[config.mk]
export PLATFORM = sky130hd
export DESIGN_NAME = z_match_monitor
export DESIGN_NICKNAME = d
export VERILOG_FILES = /design/src/rtl/z_match_monitor.sv
export SDC_FILE = /design/constraint.sdc
export NUM_CORES = 1
export LEC_CHECK = 0
export CAP_MARGIN = 20
export CORE_ASPECT_RATIO = 0.7
export CORE_UTILIZATION = 45
export CTS_BUF_LIST = sky130_fd_sc_hd__clkbuf_16
export DETAILED_ROUTE_END_ITERATION = 12
export GPL_TIMING_DRIVEN = 0
export PLACE_DENSITY_LB_ADDON = 0.05
export SLEW_MARGIN = 20
export SYNTH_ARGS = -nofsm -noshare
export SYNTH_HDL_FRONTEND = slang
export SYNTH_SLANG_ARGS = --single-unit
[constraint.sdc]
create_clock -name clk -period 7.95 [get_ports clk]
set_input_delay 1.59 -clock clk [delete_from_list [all_inputs] [get_ports clk]]
set_output_delay 1.59 -clock clk [all_outputs]
set_load 0.1 [all_outputs]
[src/rtl/z_match_monitor.sv]
// Match statistics for the sequence detector's z output: BCD match counter with
// sticky overflow, current/longest run of z-high cycles, and three 7-segment digits.
module z_match_monitor (
    input  logic       clk,
    input  logic       reset,
    input  logic       z,
    input  logic       clr,
    output logic       match_pulse,
    output logic [7:0] bcd_count,
    output logic       ovf,
    output logic [3:0] run_len,
    output logic [3:0] max_run,
    output logic [6:0] hex0,
    output logic [6:0] hex1,
    output logic [6:0] hex2
);

    logic       z_d_reg;
    logic       match_pulse_reg;
    logic [7:0] bcd_reg, bcd_next;
    logic       ovf_reg, ovf_next;
    logic [3:0] run_reg, run_next;
    logic [3:0] max_reg, max_next;
    logic       rise;

    // Active-low {g,f,e,d,c,b,a}; BCD digits blank on codes 10-15.
    function automatic logic [6:0] seg7(input logic [3:0] v, input logic bcd_only);
        logic [6:0] s;
        case (v)
            4'h0: s = 7'b1000000;
            4'h1: s = 7'b1111001;
            4'h2: s = 7'b0100100;
            4'h3: s = 7'b0110000;
            4'h4: s = 7'b0011001;
            4'h5: s = 7'b0010010;
            4'h6: s = 7'b0000010;
            4'h7: s = 7'b1111000;
            4'h8: s = 7'b0000000;
            4'h9: s = 7'b0010000;
            4'hA: s = 7'b0001000;
            4'hB: s = 7'b0000011;
            4'hC: s = 7'b1000110;
            4'hD: s = 7'b0100001;
            4'hE: s = 7'b0000110;
            default: s = 7'b0001110;
        endcase
        if (bcd_only && (v > 4'd9)) begin
            s = 7'b1111111;
        end
        return s;
    endfunction

    assign rise = z & ~z_d_reg;

    always_comb begin
        bcd_next = bcd_reg;
        ovf_next = ovf_reg;
        if (rise) begin
            if (bcd_reg[3:0] == 4'd9) begin
                bcd_next[3:0] = 4'd0;
                if (bcd_reg[7:4] == 4'd9) begin
                    bcd_next[7:4] = 4'd0;
                    ovf_next      = 1'b1;
                end else begin
                    bcd_next[7:4] = bcd_reg[7:4] + 4'd1;
                end
            end else begin
                bcd_next[3:0] = bcd_reg[3:0] + 4'd1;
            end
        end
    end

    always_comb begin
        run_next = 4'd0;
        if (z) begin
            run_next = (run_reg == 4'hF) ? 4'hF : run_reg + 4'd1;
        end
        max_next = (z && (run_next > max_reg)) ? run_next : max_reg;
    end

    always_ff @(posedge clk) begin
        if (reset) begin
            z_d_reg         <= 1'b0;
            match_pulse_reg <= 1'b0;
            bcd_reg         <= 8'h00;
            ovf_reg         <= 1'b0;
            run_reg         <= 4'd0;
            max_reg         <= 4'd0;
        end else if (clr) begin
            // z_d still tracks z so a level held through the clear is not a new match.
            z_d_reg         <= z;
            match_pulse_reg <= 1'b0;
            bcd_reg         <= 8'h00;
            ovf_reg         <= 1'b0;
            run_reg         <= 4'd0;
            max_reg         <= 4'd0;
        end else begin
            z_d_reg         <= z;
            match_pulse_reg <= rise;
            bcd_reg         <= bcd_next;
            ovf_reg         <= ovf_next;
            run_reg         <= run_next;
            max_reg         <= max_next;
        end
    end

    logic [6:0] digit_seg [2];

    generate
        for (genvar gi = 0; gi < 2; gi++) begin : g_bcd_digit
            assign digit_seg[gi] = seg7(bcd_reg[gi*4 +: 4], 1'b1);
        end
    endgenerate

    assign match_pulse = match_pulse_reg;
    assign bcd_count   = bcd_reg;
    assign ovf         = ovf_reg;
    assign run_len     = run_reg;
    assign max_run     = max_reg;
    assign hex0        = digit_seg[0];
    assign hex1        = digit_seg[1];
    assign hex2        = seg7(max_reg, 1'b0);

endmodule

==> results.yml <==
grt:
  track_usage: 0.179
  grt_pass1_vias: 1559
  grt_max_degree: 12
  grt_first_pass_wirelength_mm: 7.29
  antenna_found_initial: 0
  gr-total-overflow: 0
worst_hold_path:
  hold_path.startpoint: "ovf"
  hold_class: "register to register"
  hold_depth: 2
  min_to: "ovf"
setup_path:
  critPathMaxStageDelay_ns: 0.66
  cp_max_fo: 10
  required_ns: 8.11
  ff2ff_setup_slack_ns: 4.24
  cp_slowest_cell: "o31ai_1"
  cp_data_arrival_time_ns: 4.53
  r2r_start: "run_len[0]"
  critPathTopFamily: "compound AO/OA/AOI/OAI gates"
  rr_worst_depth: 15
  start_kind: "input pin"
  end_kind: "register"
  crit_type: "input pin to register"
  rr_endpoint: "hex2[4]"
  worst-path-buf-inv: 3
  crit_chain: "buf_6 -> a21boi_0 -> ha_1 -> nor2b_1 -> o21ai_0 -> maj3_2 -> o22ai_2 -> o31ai_1 -> inv_1 -> ha_1 -> inv_1 -> nor2_1 -> a31oi_1 -> o22ai_1"
placement:
  portBuffers: 41
  placed_area_um2: 2790
  pre_cts_ws_ns: 3.36
  gp_congestion: 0.871
  dp_hpwl_mm: 3.43
sta:
  final.period_utilization: 0.549
  skew_ns: 0.00352
  tightest_slew_ns: 0.968
  min_period_ns: 4.37
  finalHoldViolations: 0
  rsz0062_at_grt: "false"
  fmax_ghz: 0.229
  hold_slack_ns: 0.474
  slew_headroom: 0.353
  fin_ws_ns: 3.58
  slew_violations: 0
  final.setup.tns_ns: 0
  setup-violations-final: 0
routing:
  routedWlPerCell_um: 12.1
  wl_met3_um: 197
  via_per_inst: 4.93
  drt-initial-drc-count: 110
  drc: 0
  first_pass_iters: 4
  top_layer: "met4"
  wl_met1_mm: 2.55
  ant_nets: 0
  vias: 1868
  wl_met2_mm: 1.78
  wl_mm: 4.57
die:
  die_w_um: 87.4
  design.die.area_um2: 5390
  start_util: 0.475
  dieHeight_um: 61.7
  placementRows: 21
  pin_count: 43
  coreArea_um2: 4830
job:
  cap_viol_max_count: 0
power_and_ir_drop:
  p_leak_uw: 0.00121
  peakVddDrop_v: 0.000121
  power.density_nw_per_um2: 150
  p_total_uw: 438
logic_synthesis:
  seq_area_frac_synth: 0.349
  yosys-top-cells-area: "dfxtp_1, ha_1, mux2i_1, nand2b_1, o21ai_0"
  synth_seq_cells: 40
  syn_area_um2: 2290
  synth_cells: 261
  synth_edf_count: 0
  synth_top_area_share: 0.349
  synth.distinct_cells: 52
  synth.most_common_cell: "dfxtp_1"
  async_reset_ff_frac: 0
  synth_largest_area_cell: "dfxtp_1"
  yosys_most_used_dff: "dfxtp_1"
  avgSynthCellArea_um2: 8.79
  ys_top_cells_by_count: "dfxtp_1, ha_1, nand2_1"
  syn_nets: 286
  yosys_warnings: 0
cts:
  clk_latency_ns: 0.28
  htree_levels: 2
  cts_sinks: 40
  cts_buffers: 5
  cts_max_path_buffers: 2
  hold_buffers: 0
  cts_root_buffer: "clkbuf_16"
  cts_tree: "built"
  clk_pin_slew_ns: 0.06
  postCtsSetupBuffers: 0
  postCtsResizedCells: 0
final_layout:
  fillers: 456
  fin_nets: 334
  drive_gt1_frac: 0.0871
  num_antenna_cells: 0
  final_cell_area_um2: 2930
  area_delta_synth_final_pct: 27.6
outcome:
  outcome: "complete, no violations"
==> stage by stage <==
| stage | util | instances |
|---|---|---|
| 2_1_floorplan | - | 261 |
| 3_3_place_gp | 0.577 | 371 |
| 3_5_place_dp | 0.577 | 371 |
| 4_1_cts | 0.606 | 379 |
| 5_1_grt | 0.606 | 379 |
| 6_report | 0.606 | 379 |
==> worst max path at each step <==
| stage | to | depth (start not counted) | from | slack, ns |
|---|---|---|---|---|
| 2_1_floorplan | hex2[0] | 13 | z | 3.70 |
| 3_3_place_gp | hex2[4] | 14 | z | 3.33 |
| 3_5_place_dp | hex2[4] | 14 | z | 3.36 |
| 4_1_cts | hex2[4] | 14 | z | 3.63 |
| 5_1_grt | hex2[4] | 14 | z | 3.30 |
| 6_report | hex2[4] | 14 | z | 3.58 |
==> worst min-delay path, cell delays in order (launching register included) <==
cell     delay [ns]
dfxtp_1        0.33
a31oi_1        0.04
nor2_1         0.07
==> report_power, final <==
group	switching, uW	internal, uW	leakage, uW
Combinational	32.7	13.8	0.000809
Clock	73.9	113	0.0000738
Sequential	1.41	203	0.000324
Total	108	330	0.00121
==> cell usage in the layout (no fill, tap or decap), drive strengths merged, types with 2 or more instances in the layout <==
master / synthesis / layout
o211a: 2 / 2
ha: 21 / 21
o31ai: 4 / 4
nand2: 20 / 20
and2b: 4 / 4
dfxtp: 40 / 40
clkdlybuf4s50: 0 / 41
inv: 20 / 22
o22ai: 7 / 7
a22o: 3 / 3
xnor2: 3 / 3
nand2b: 17 / 17
and2: 7 / 7
a21o: 2 / 2
o21ai: 20 / 20
a31oi: 7 / 7
a221oi: 2 / 2
buf: 5 / 5
o211ai: 2 / 2
nand3: 9 / 9
mux2i: 10 / 10
nor2b: 3 / 3
a21oi: 10 / 10
or3: 2 / 2
clkbuf: 4 / 9
nor3: 4 / 4
nor2: 17 / 17
nand3b: 4 / 4
==> cells by family after synthesis <==
family,count (synthesis),share of synthesized area
flops,40,0.349
xor+xnor,4,0.0153
compound gates,63,0.188
buf+inv,29,0.0562
simple gates,92,0.224
fa+ha+maj,22,0.119
mux,11,0.0485
==> area by class of cell <==
class                           instances  area, um2  area share
Multi-Input combinational cell        192       1370       0.466
Sequential cell                        40        801       0.274
Timing Repair Buffer                   41        410       0.140
Clock buffer                            5        125      0.0427
Tap cell                               69       86.3      0.0295
Inverter                               20       75.1      0.0256
Buffer                                  9       53.8      0.0184
Clock inverter                          3       11.3     0.00385
==> per-layer routing <==
metal  vias to the layer above  global-route usage
met5                         -                   0
met4                         0              0.0492
met3                         4              0.0449
met2                        40               0.250
met1                       824               0.271
li1                       1000                   -
(Power assumes the default switching activity.)
